[src/rtl/mux_arb_pipe.sv]
// N-channel registered selector with fixed or round-robin channel choice.
// One output register stage with valid/ready back-pressure; data passes bit-exact.
module mux_arb_pipe #(
   parameter int WIDTH = 17,
   parameter int N     = 4,
   localparam int SELW = $clog2(N)
) (
   input  logic                 clk,
   input  logic                 rst,
   input  logic                 mode,
   input  logic [SELW-1:0]      sel,
   input  logic [N-1:0]         in_valid,
   input  logic [N*WIDTH-1:0]   in_data,
   output logic [N-1:0]         in_ready,
   output logic                 out_valid,
   output logic [WIDTH-1:0]     out_data,
   output logic [SELW-1:0]      out_chan,
   input  logic                 out_ready
);

   localparam logic [SELW:0] N_EXT = (SELW+1)'(N);

   logic [WIDTH-1:0] ch_data [N];

   genvar gi;
   generate
      for (gi = 0; gi < N; gi++) begin : g_unpack
         assign ch_data[gi] = in_data[gi*WIDTH +: WIDTH];
      end
   endgenerate

   logic             out_valid_q, out_valid_d;
   logic [WIDTH-1:0] out_data_q,  out_data_d;
   logic [SELW-1:0]  out_chan_q,  out_chan_d;
   logic [SELW-1:0]  ptr_q,       ptr_d;

   logic             load;
   logic             sel_ok;
   logic             rr_found;
   logic [SELW-1:0]  rr_idx;
   logic             gnt_any;
   logic [SELW-1:0]  gnt_idx;
   int               scan_k;
   int               nxt_k;

   // Grants are suppressed while stalled and during reset so no word is lost.
   assign load   = (!out_valid_q || out_ready) && !rst;
   assign sel_ok = ({1'b0, sel} < N_EXT);

   // Round-robin scan starting at ptr, wrapping modulo N.
   always_comb begin
      rr_found = 1'b0;
      rr_idx   = '0;
      scan_k   = 0;
      for (int j = 0; j < N; j++) begin
         scan_k = int'(ptr_q) + j;
         if (scan_k >= N) scan_k = scan_k - N;
         if (!rr_found && in_valid[scan_k]) begin
            rr_found = 1'b1;
            rr_idx   = SELW'(scan_k);
         end
      end
   end

   always_comb begin
      gnt_any = 1'b0;
      gnt_idx = '0;
      if (load) begin
         if (mode) begin
            gnt_any = rr_found;
            gnt_idx = rr_idx;
         end else if (sel_ok) begin
            gnt_any = in_valid[sel];
            gnt_idx = sel;
         end
      end
   end

   generate
      for (gi = 0; gi < N; gi++) begin : g_ready
         assign in_ready[gi] = gnt_any && (gnt_idx == SELW'(gi));
      end
   endgenerate

   always_comb begin
      out_valid_d = out_valid_q;
      out_data_d  = out_data_q;
      out_chan_d  = out_chan_q;
      ptr_d       = ptr_q;
      nxt_k       = int'(gnt_idx) + 1;
      if (nxt_k >= N) nxt_k = 0;
      if (gnt_any) begin
         out_valid_d = 1'b1;
         out_data_d  = ch_data[gnt_idx];
         out_chan_d  = gnt_idx;
         if (mode) ptr_d = SELW'(nxt_k);
      end else if (out_valid_q && out_ready) begin
         out_valid_d = 1'b0;
      end
   end

   always_ff @(posedge clk) begin
      if (rst) begin
         out_valid_q <= 1'b0;
         out_data_q  <= '0;
         out_chan_q  <= '0;
         ptr_q       <= '0;
      end else begin
         out_valid_q <= out_valid_d;
         out_data_q  <= out_data_d;
         out_chan_q  <= out_chan_d;
         ptr_q       <= ptr_d;
      end
   end

   assign out_valid = out_valid_q;
   assign out_data  = out_data_q;
   assign out_chan  = out_chan_q;

endmodule

[config.mk]
export PLATFORM = sky130hd
export DESIGN_NAME = mux_arb_pipe
export DESIGN_NICKNAME = d
export VERILOG_FILES = /design/src/rtl/mux_arb_pipe.sv
export SDC_FILE = /design/constraint.sdc
export NUM_CORES = 1
export LEC_CHECK = 0
export CAP_MARGIN = 10
export CORE_UTILIZATION = 36
export CTS_CLUSTER_DIAMETER = 40
export DETAILED_ROUTE_END_ITERATION = 12
export PLACE_DENSITY = 0.92
export SYNTH_ARGS = -nofsm -noshare
export SYNTH_HDL_FRONTEND = slang
export SYNTH_SLANG_ARGS = --single-unit
[constraint.sdc]
create_clock -name clk -period 2.89 [get_ports clk]
set_input_delay 0.578 -clock clk [delete_from_list [all_inputs] [get_ports clk]]
set_output_delay 0.578 -clock clk [all_outputs]
set_load 0.03 [all_outputs]
After elaboration in Yosys (flattened, before gate mapping)
Index checks and enable logic that the tools add are counted.
{ "word_totals": {"reg_bits": 22, "latch_bits": 0, "mem_bits_rw": 0, "mem_bits_ro": 0, "input_bits": 78, "out_inout_bits": 24, "elab_cells": 81, "mem_count": 0} }
{ "op_classes": {"n_addsub": 8, "mul": 0, "n_div": 0, "order_cmp": 11, "eq_ne": 3, "n_shift": 0, "n_mux": 36, "bitwise_logic": 1, "n_reduce_logical": 18} }
{ "ops": {"columns": ["cell", "count"], "rows": [
  ["< comparator 32 x 4 -> 1 bit, second input constant", 4],
  ["two-way mux 32 bit", 4],
  ["binary-select mux 17 bit (select 2 bit)", 1],
  ["two-way mux 17 bit", 2],
  ["two-way mux 1 bit", 17],
  [">= comparator 3 bit, second input constant", 5],
  ["two-way mux 2 bit", 7],
  ["subtractor 3 x 3 -> 4 bit, second input constant", 3],
  ["binary-select mux 1 bit (select 2 bit)", 5],
  ["logical AND 1 bit", 9],
  ["adder 2 x 1 -> 3 bit, second input constant", 2],
  ["adder 2 x 2 -> 3 bit, second input constant", 2],
  ["logical NOT 1 bit", 5],
  ["equality test 2 bit, second input constant", 2],
  ["subtractor 2 x 3 -> 4 bit, second input constant", 1],
  [">= comparator 2 x 3 -> 1 bit, second input constant", 1],
  ["< comparator 2 x 3 -> 1 bit, second input constant", 1],
  ["inverter 2 -> 3 bit", 1],
  ["equality test 2 x 1 -> 1 bit, second input constant", 1],
  ["logical NOT 2 bit", 1],
  ["AND reduction 2 bit", 1],
  ["nonzero test 2 bit", 1],
  ["logical OR 1 bit", 1]
]} }

Longest topological paths before layout
Gate-level depths: netlist (run 1).
{ "logic_depth": {"depth_word": 21, "depth_mapped": 9} }

Least setup slack after synthesis (run 1)
Ideal clock, no wire load.
{ "synth_timing": {"path_kind": "input to output", "start": "in rst", "end": "out in_ready[2]", "arrival_ns": 2.241, "slack_ns": 0.071, "path_stages": 7, "n_path_buf": 1, "cell_sequence": "clkbuf_1 or2_2 nor3_1 o21ai_0 inv_1 ha_1 and3_1"} }
{ "synth_via": {"elab_chain_len": 5, "elab_cells_between_ends": 6, "classes_between": "eq/ne (1); mux (2); reduce/logical (3)"} }
{ "synth_lines": {"columns": ["element", "line", "text"], "rows": [
  ["start, declared", "9", "input logic rst,"],
  ["logical NOT 1 bit", "47", "assign load = (!out_valid_q || out_ready) && !rst;"],
  ["logical AND 1 bit", "47", null],
  ["two-way mux 2 bit", "68", "if (load) begin"],
  ["via gnt_idx[1]", "42", "logic [SELW-1:0] gnt_idx;"],
  ["equality test 2 bit", "81", "assign in_ready[gi] = gnt_any && (gnt_idx == SELW'(gi));"],
  ["logical AND 1 bit", "81", null],
  ["end, declared", "14", "output logic [N-1:0] in_ready,"]
]} }
The timed path passes the listed nets, and every way through them passes these cells.

Worst setup path after layout (run 1)
{ "layout_timing": {"start": "in rst", "end": "out in_ready[0]"} }
{ "layout_via": {"elab_chain_len": 5, "elab_cells_between_ends": 6, "classes_between": "mux (2); reduce/logical (4)"} }
{ "layout_lines": {"columns": ["element", "line"], "rows": [
  ["logical NOT 1 bit", "47"],
  ["logical AND 1 bit", "47"],
  ["two-way mux 2 bit", "68"],
  ["via gnt_idx[0]", "42"],
  ["logical NOT 2 bit", "81"],
  ["logical AND 1 bit", "81"]
]} }
The timed path passes the listed nets, and every way through them passes these cells.

==> impl_metrics.yaml, run 1 <==
sta:
  slew_violations: 0
  tightest_slew_ps: 951.0
  holdWs_ps: 464.9
  fmax_mhz: 356.4
  slew_headroom: 0.3638
  hold_viol: 0
  post-route-period-util: 0.9710
  setup_viol: 0
  tns_ps: 0
  fin_skew_ps: 1.593
  period_needed_ps: 2806
clock_tree:
  cts-root-buf: "clkbuf_8"
  cts_made_buffers: 3
  cts_sinks: 22
  cts_buffer_depth: 2
  htree_levels: 1
  cts_tree: "yes"
  clkLatencyLatePin_ps: 260
  clkSlewWorstSetupHoldPaths_ps: 80
power:
  combPwrFrac: 0.451
  ir_drop_v: 0.0002950
  power.internal_mw: 0.7236
  pwr-share-seq: 0.341
  swShare: 0.3172
  clkPwrFrac: 0.208
  finalPower_mw: 1.060
  switchingPower_mw: 0.3362
  power_density_mw_per_mm2: 375.3
  leakage_nw: 1.440
layout:
  diodes: 0
  final_layout_size_suffix_gt1_frac: 0.1771
  area_growth_pct: 79.98
  fin_area_mm2: 0.002824
  fin_nets: 371
global_routing:
  grt_pass1_wl_um: 7010
  overflow: 0
  antenna_found_initial: 0
  gr-usage-all-layers: 0.2055
  grt_pass1_vias: 1604
  grt_max_degree: 18
die:
  die_area_mm2: 0.004626
  ioPinCount: 102
  die_h_um: 68.02
  dieWidth_um: 68.02
  core_area_mm2: 0.004086
  initial_core_util: 0.3840
  rows: 23
job:
  max_cap_viol_count: 0
run_status:
  outcome: "finished clean"
synthesis:
  syn_inst: 169
  synthFlopType: "dfxtp_1"
  netlist_area_mm2: 0.001569
  synth_cell_types: 39
  avgSynthCellArea_um2: 9.284
  synth_warnings: 0
  ys_seq_area_frac: 0.2807
  yosysTopAreaCell: "dfxtp_1"
  synth_top_area_share: 0.2807
  synth.area.top_cells: "dfxtp_1, mux2i_1, a211o_1, nor2_1, ha_1"
  syn-num-nets: 251
  ys_async_sr_fraction: 0
  synth_enable_flop_cells: 0
  synth-seq-cells: 22
worst_setup_path:
  cp_max_fo: 7
  crit_required_ps: 2310
  worstSetupEndpointType: "output port"
  worstSetupStartpointType: "input pin"
  crit_arrival_ps: 2230
  worstSetupPathType: "input pin to output port"
routing:
  drtAntennaViolNets: 0
  drc: 0
  wl_per_cell_um: 14.59
  avgViaCountPerCell: 5.009
  finalWirelength_um: 4930
  drt-pass1-iter-count: 4
  drt_iter0_drc: 43
  dr_total_vias: 1693
placement:
  io_buffers: 101
  dpl.hpwl_um: 3876
  place_congestion: 0.8311
  placed_cell_area_mm2: 0.002721
min_path:
  hold_class: "flip-flop to flip-flop"
cells in the mapped netlist, types with 2 or more instances:
library cell	instances
buf_2	2
nor2_4	2
mux2i_1	35
or2_2	2
a21oi_1	3
ha_1	4
nand2_1	5
a211o_1	16
inv_1	2
a21boi_0	2
nor2_1	37
inv_2	2
nand2b_1	3
dfxtp_1	22
nor2b_1	2
and3_1	4
buf_6	4
registers in the layout, indices dropped and copies added, names as in the netlist:
name,count
out_data,17
ptr_q,2
out_valid,1
out_chan,2
what timing repair did:
| action | in CTS | in global routing |
|---|---|---|
| pin swaps | 0 | 3 |
| endpoints found under the setup margin | 4 | 4 |
| hold buffers | 0 | 0 |
| resized for setup | 8 | 8 |
| setup buffers | 0 | 2 |
| gates cloned | 0 | 0 |
metrics by stage:
stage	util	setup WS, ps	std cells
after global placement	0.6660	-92.71	332
final	0.6911	83.91	338
after global routing	0.6911	-11.39	338
after detailed placement	0.6660	-171.0	332
after CTS	0.6810	14.30	336
after floorplan	-	70.77	169
path summary, 6_finish.rpt:
| path | to | start | cells past startpoint | slack [ps] |
|---|---|---|---|---|
| max | in_ready[0] | rst | 9 | 80 |
| min | out_data[11]$_SDFFE_PP0P_ | out_data[11]$_SDFFE_PP0P_ | 1 | 460 |
| max reg2reg | out_data[1]$_SDFFE_PP0P_ | ptr_q[1]$_SDFFE_PP0P_ | 6 | 520 |
| min reg2reg | out_data[11]$_SDFFE_PP0P_ | out_data[11]$_SDFFE_PP0P_ | 1 | 460 |
power groups by stage:
| stage | Sequential (mW) | Clock (mW) | Combinational (mW) |
|---|---|---|---|
| after floorplan | 0.436 | 0 | 0.170 |
| after global placement | 0.366 | 0 | 0.459 |
| after detailed placement | 0.367 | 0 | 0.471 |
| after CTS | 0.361 | 0.227 | 0.472 |
| after global routing | 0.366 | 0.244 | 0.511 |
| final | 0.361 | 0.220 | 0.478 |
placed cells by master, fill, tap and decap left out, drive strengths merged:
cell           instances
clkbuf                 4
o221ai                 1
o21ai                  1
a21o                   1
or2                    3
nor2b                  2
dlymetal6s2s           1
nand2                  6
dlygate4sd2            4
nand3                  1
buf                   27
nor2                  39
o221a                  1
a22oi                  1
o41ai                  2
nor4                   1
o211a                  1
clkdlybuf4s15          1
nand3b                 1
clkdlybuf4s50         91
a211o                 16
nand2b                 3
and3                   4
nor3                   2
ha                     4
a21boi                 2
and2                   1
a211oi                 2
a21oi                  3
mux2i                 35
inv                    4
mux4                   1
dfxtp                 22
cells by family (layout without fill, tap and decap cells):
group / after synthesis / count (layout) / share of synthesized area
buf+inv: 13 / 132 / 0.06140
simple gates: 63 / 63 / 0.2073
fa+ha+maj: 4 / 4 / 0.03190
compound gates: 31 / 31 / 0.1810
mux: 36 / 36 / 0.2376
flops: 22 / 22 / 0.2807
critical path: stages:
cell             delay [ps]
clkdlybuf4s50_1         420
buf_4                   180
a211oi_4                250
nand2_2                  90
nor2_4                  160
inv_2                    70
ha_1                    190
and3_1                  150
buf_6                   130
layer usage:
| layer | track usage | routed length, um |
|---|---|---|
| met1 | 0.2149 | 1723 |
| met3 | 0.06333 | 462 |
| met5 | 0 | 0 |
| met4 | 0.05208 | 68 |
| met2 | 0.3909 | 2676 |
layout make-up:
cell class	count	area, um2
Clock buffer	4	55.05
Multi-Input combinational cell	134	1060
Sequential cell	22	440.4
Fill cell	328	1262
Timing Repair Buffer	124	1191
Inverter	4	15.01
Tap cell	50	62.56
Note: power is estimated with default switching activity, not from simulation.
==> run 2: changes to the inputs <==
- SKIP_LAST_GASP: not set -> 1
==> run 2 against run 1 <==
Final cell count stayed put. Combinational power hardly changed. Sequential cell count stayed put. Non-clock buffer count stayed put. Cell area hardly changed. Count of clock-buffer cells in the layout stayed put. Clock skew stayed put. Worst hold slack stayed put. Total power hardly changed. Sequential share of layout area hardly changed. Largest cell class unchanged. Largest power group unchanged. Highest routed layer unchanged.
==> impl_metrics.yaml, run 2 (synthesized netlist as in run 1, its figures left out) <==
sta:
  rsz0062_at_grt: "yes"
  fmax_mhz: 354.9
  post-route-period-util: 0.9751
  setup_viol: 0
  fin_skew_ps: 1.593
  slew_violations: 0
  setup_ws_ps: 71.97
  hold_viol: 0
  slew_headroom: 0.3638
  tightest_slew_ps: 951.0
  period_needed_ps: 2818
global_routing:
  gr-usage-all-layers: 0.2055
  grt_max_degree: 18
  grt_pass1_vias: 1604
  antenna_found_initial: 0
  grt_pass1_wl_um: 7010
  overflow: 0
routing:
  dr_total_vias: 1693
  finalWirelength_um: 4929
  drt-pass1-iter-count: 4
  drc: 0
  wl_per_cell_um: 14.58
  drtAntennaViolNets: 0
  drt_iter0_drc: 43
  avgViaCountPerCell: 5.009
layout:
  fin_area_mm2: 0.002821
  final_layout_size_suffix_gt1_frac: 0.1771
  mostFrequentLayoutCell: "clkdlybuf4s50_1"
  multi_input_area_mm2: 0.001060
  layout.cells.most_common_list: "clkdlybuf4s50_1, nor2_1, mux2i_1"
  ff_latch_area_um2: 440.4
  fillers: 329
  largest_register_ffs: 17
  fin_nets: 371
  utilization: 0.6904
  area_growth_pct: 79.82
  diodes: 0
worst_setup_path:
  worstSetupPathType: "input pin to output port"
  crit_arrival_ps: 2240
  cp_max_fo: 4
  worstSetupEndpointType: "output port"
  crit_required_ps: 2310
  worstSetupStartpointType: "input pin"
clock_tree:
  clkSlewWorstSetupHoldPaths_ps: 80
  htree_levels: 1
  cts_sinks: 22
  cts_made_buffers: 3
  cts_hold_buffers: 0
  cts_buffer_depth: 2
  cts_tree: "yes"
  cts-root-buf: "clkbuf_8"
  clkLatencyLatePin_ps: 260
die:
  rows: 23
  initial_core_util: 0.3840
  die_area_mm2: 0.004626
  die_h_um: 68.02
  dieWidth_um: 68.02
  ioPinCount: 102
  core_area_mm2: 0.004086
placement:
  io_buffers: 101
  place_congestion: 0.8311
  place_ws_ps: -171.0
  placed_cell_area_mm2: 0.002721
  dpl.hpwl_um: 3876
power:
  power_density_mw_per_mm2: 375.7
  ir_drop_v: 0.0002950
  finalPower_mw: 1.060
  leakage_nw: 1.430
run_status:
  outcome: "finished clean"
min_path:
  hold_class: "flip-flop to flip-flop"
job:
  max_cap_viol_count: 0
## run 2: cell count changes in the layout (fill, tap and decap cells not counted)
cell and delta:
clkdlybuf4s50_1 +1, dlymetal6s2s_1 -1
## run 2: routing by layer
| layer | part of all wire | wire length [um] | GRT usage | vias to the layer above |
|---|---|---|---|---|
| li1 | - | - | - | 846 |
| met1 | 0.35 | 1723 | 0.2149 | 760 |
| met2 | 0.54 | 2675 | 0.3909 | 79 |
| met3 | 0.094 | 462 | 0.06333 | 8 |
| met4 | 0.014 | 68 | 0.05208 | 0 |
| met5 | 0 | 0 | 0 | - |
## run 2: worst max-delay path, stage by stage
cell             delay, ps
clkdlybuf4s50_1        470
nor2b_2                 60
buf_4                  140
a211oi_4               190
nand2_2                 90
nor2_4                 160
inv_2                   70
ha_1                   190
and3_1                 150
buf_6                  130
## run 2: metrics by stage
step                      hold WS (ps)  instances  TNS (ps)
after floorplan                  491.0        169         0
after global placement           441.5        332     -1469
after detailed placement         451.2        332     -2566
after CTS                        466.2        336         0
after global routing             480.3        338    -11.39
final                            464.9        338         0
## run 2: power breakdown
group          switching (mW)  internal [mW]
sequential             0.0207          0.340
clock                  0.0989          0.122
combinational           0.217          0.262
total                   0.336          0.724
## run 2: final cells by class
class	count	area share
clock buffer	4	0.01951
tap	50	0.02217
timing repair buffer	124	0.4213
sequential	22	0.1561
multi-input combinational	134	0.3756
inverter	4	0.005322
## run 2: timing repair
item | in CTS | in global routing
buffers inserted | 0 | 2
setup endpoints to repair | 4 | 4
pin swaps | 0 | 3
resized for setup | 8 | 7
hold endpoints to repair | 0 | 0
## run 2: worst paths after layout
kind                                  start                         to  slack, ps  cells after the start
setup reg to reg      ptr_q[1]$_SDFFE_PP0P_   out_data[1]$_SDFFE_PP0P_        520                      6
setup / recovery                  out_ready                in_ready[0]         70                     10
hold reg to reg   out_data[11]$_SDFFE_PP0P_  out_data[11]$_SDFFE_PP0P_        460                      1
hold / removal    out_data[11]$_SDFFE_PP0P_  out_data[11]$_SDFFE_PP0P_        460                      1
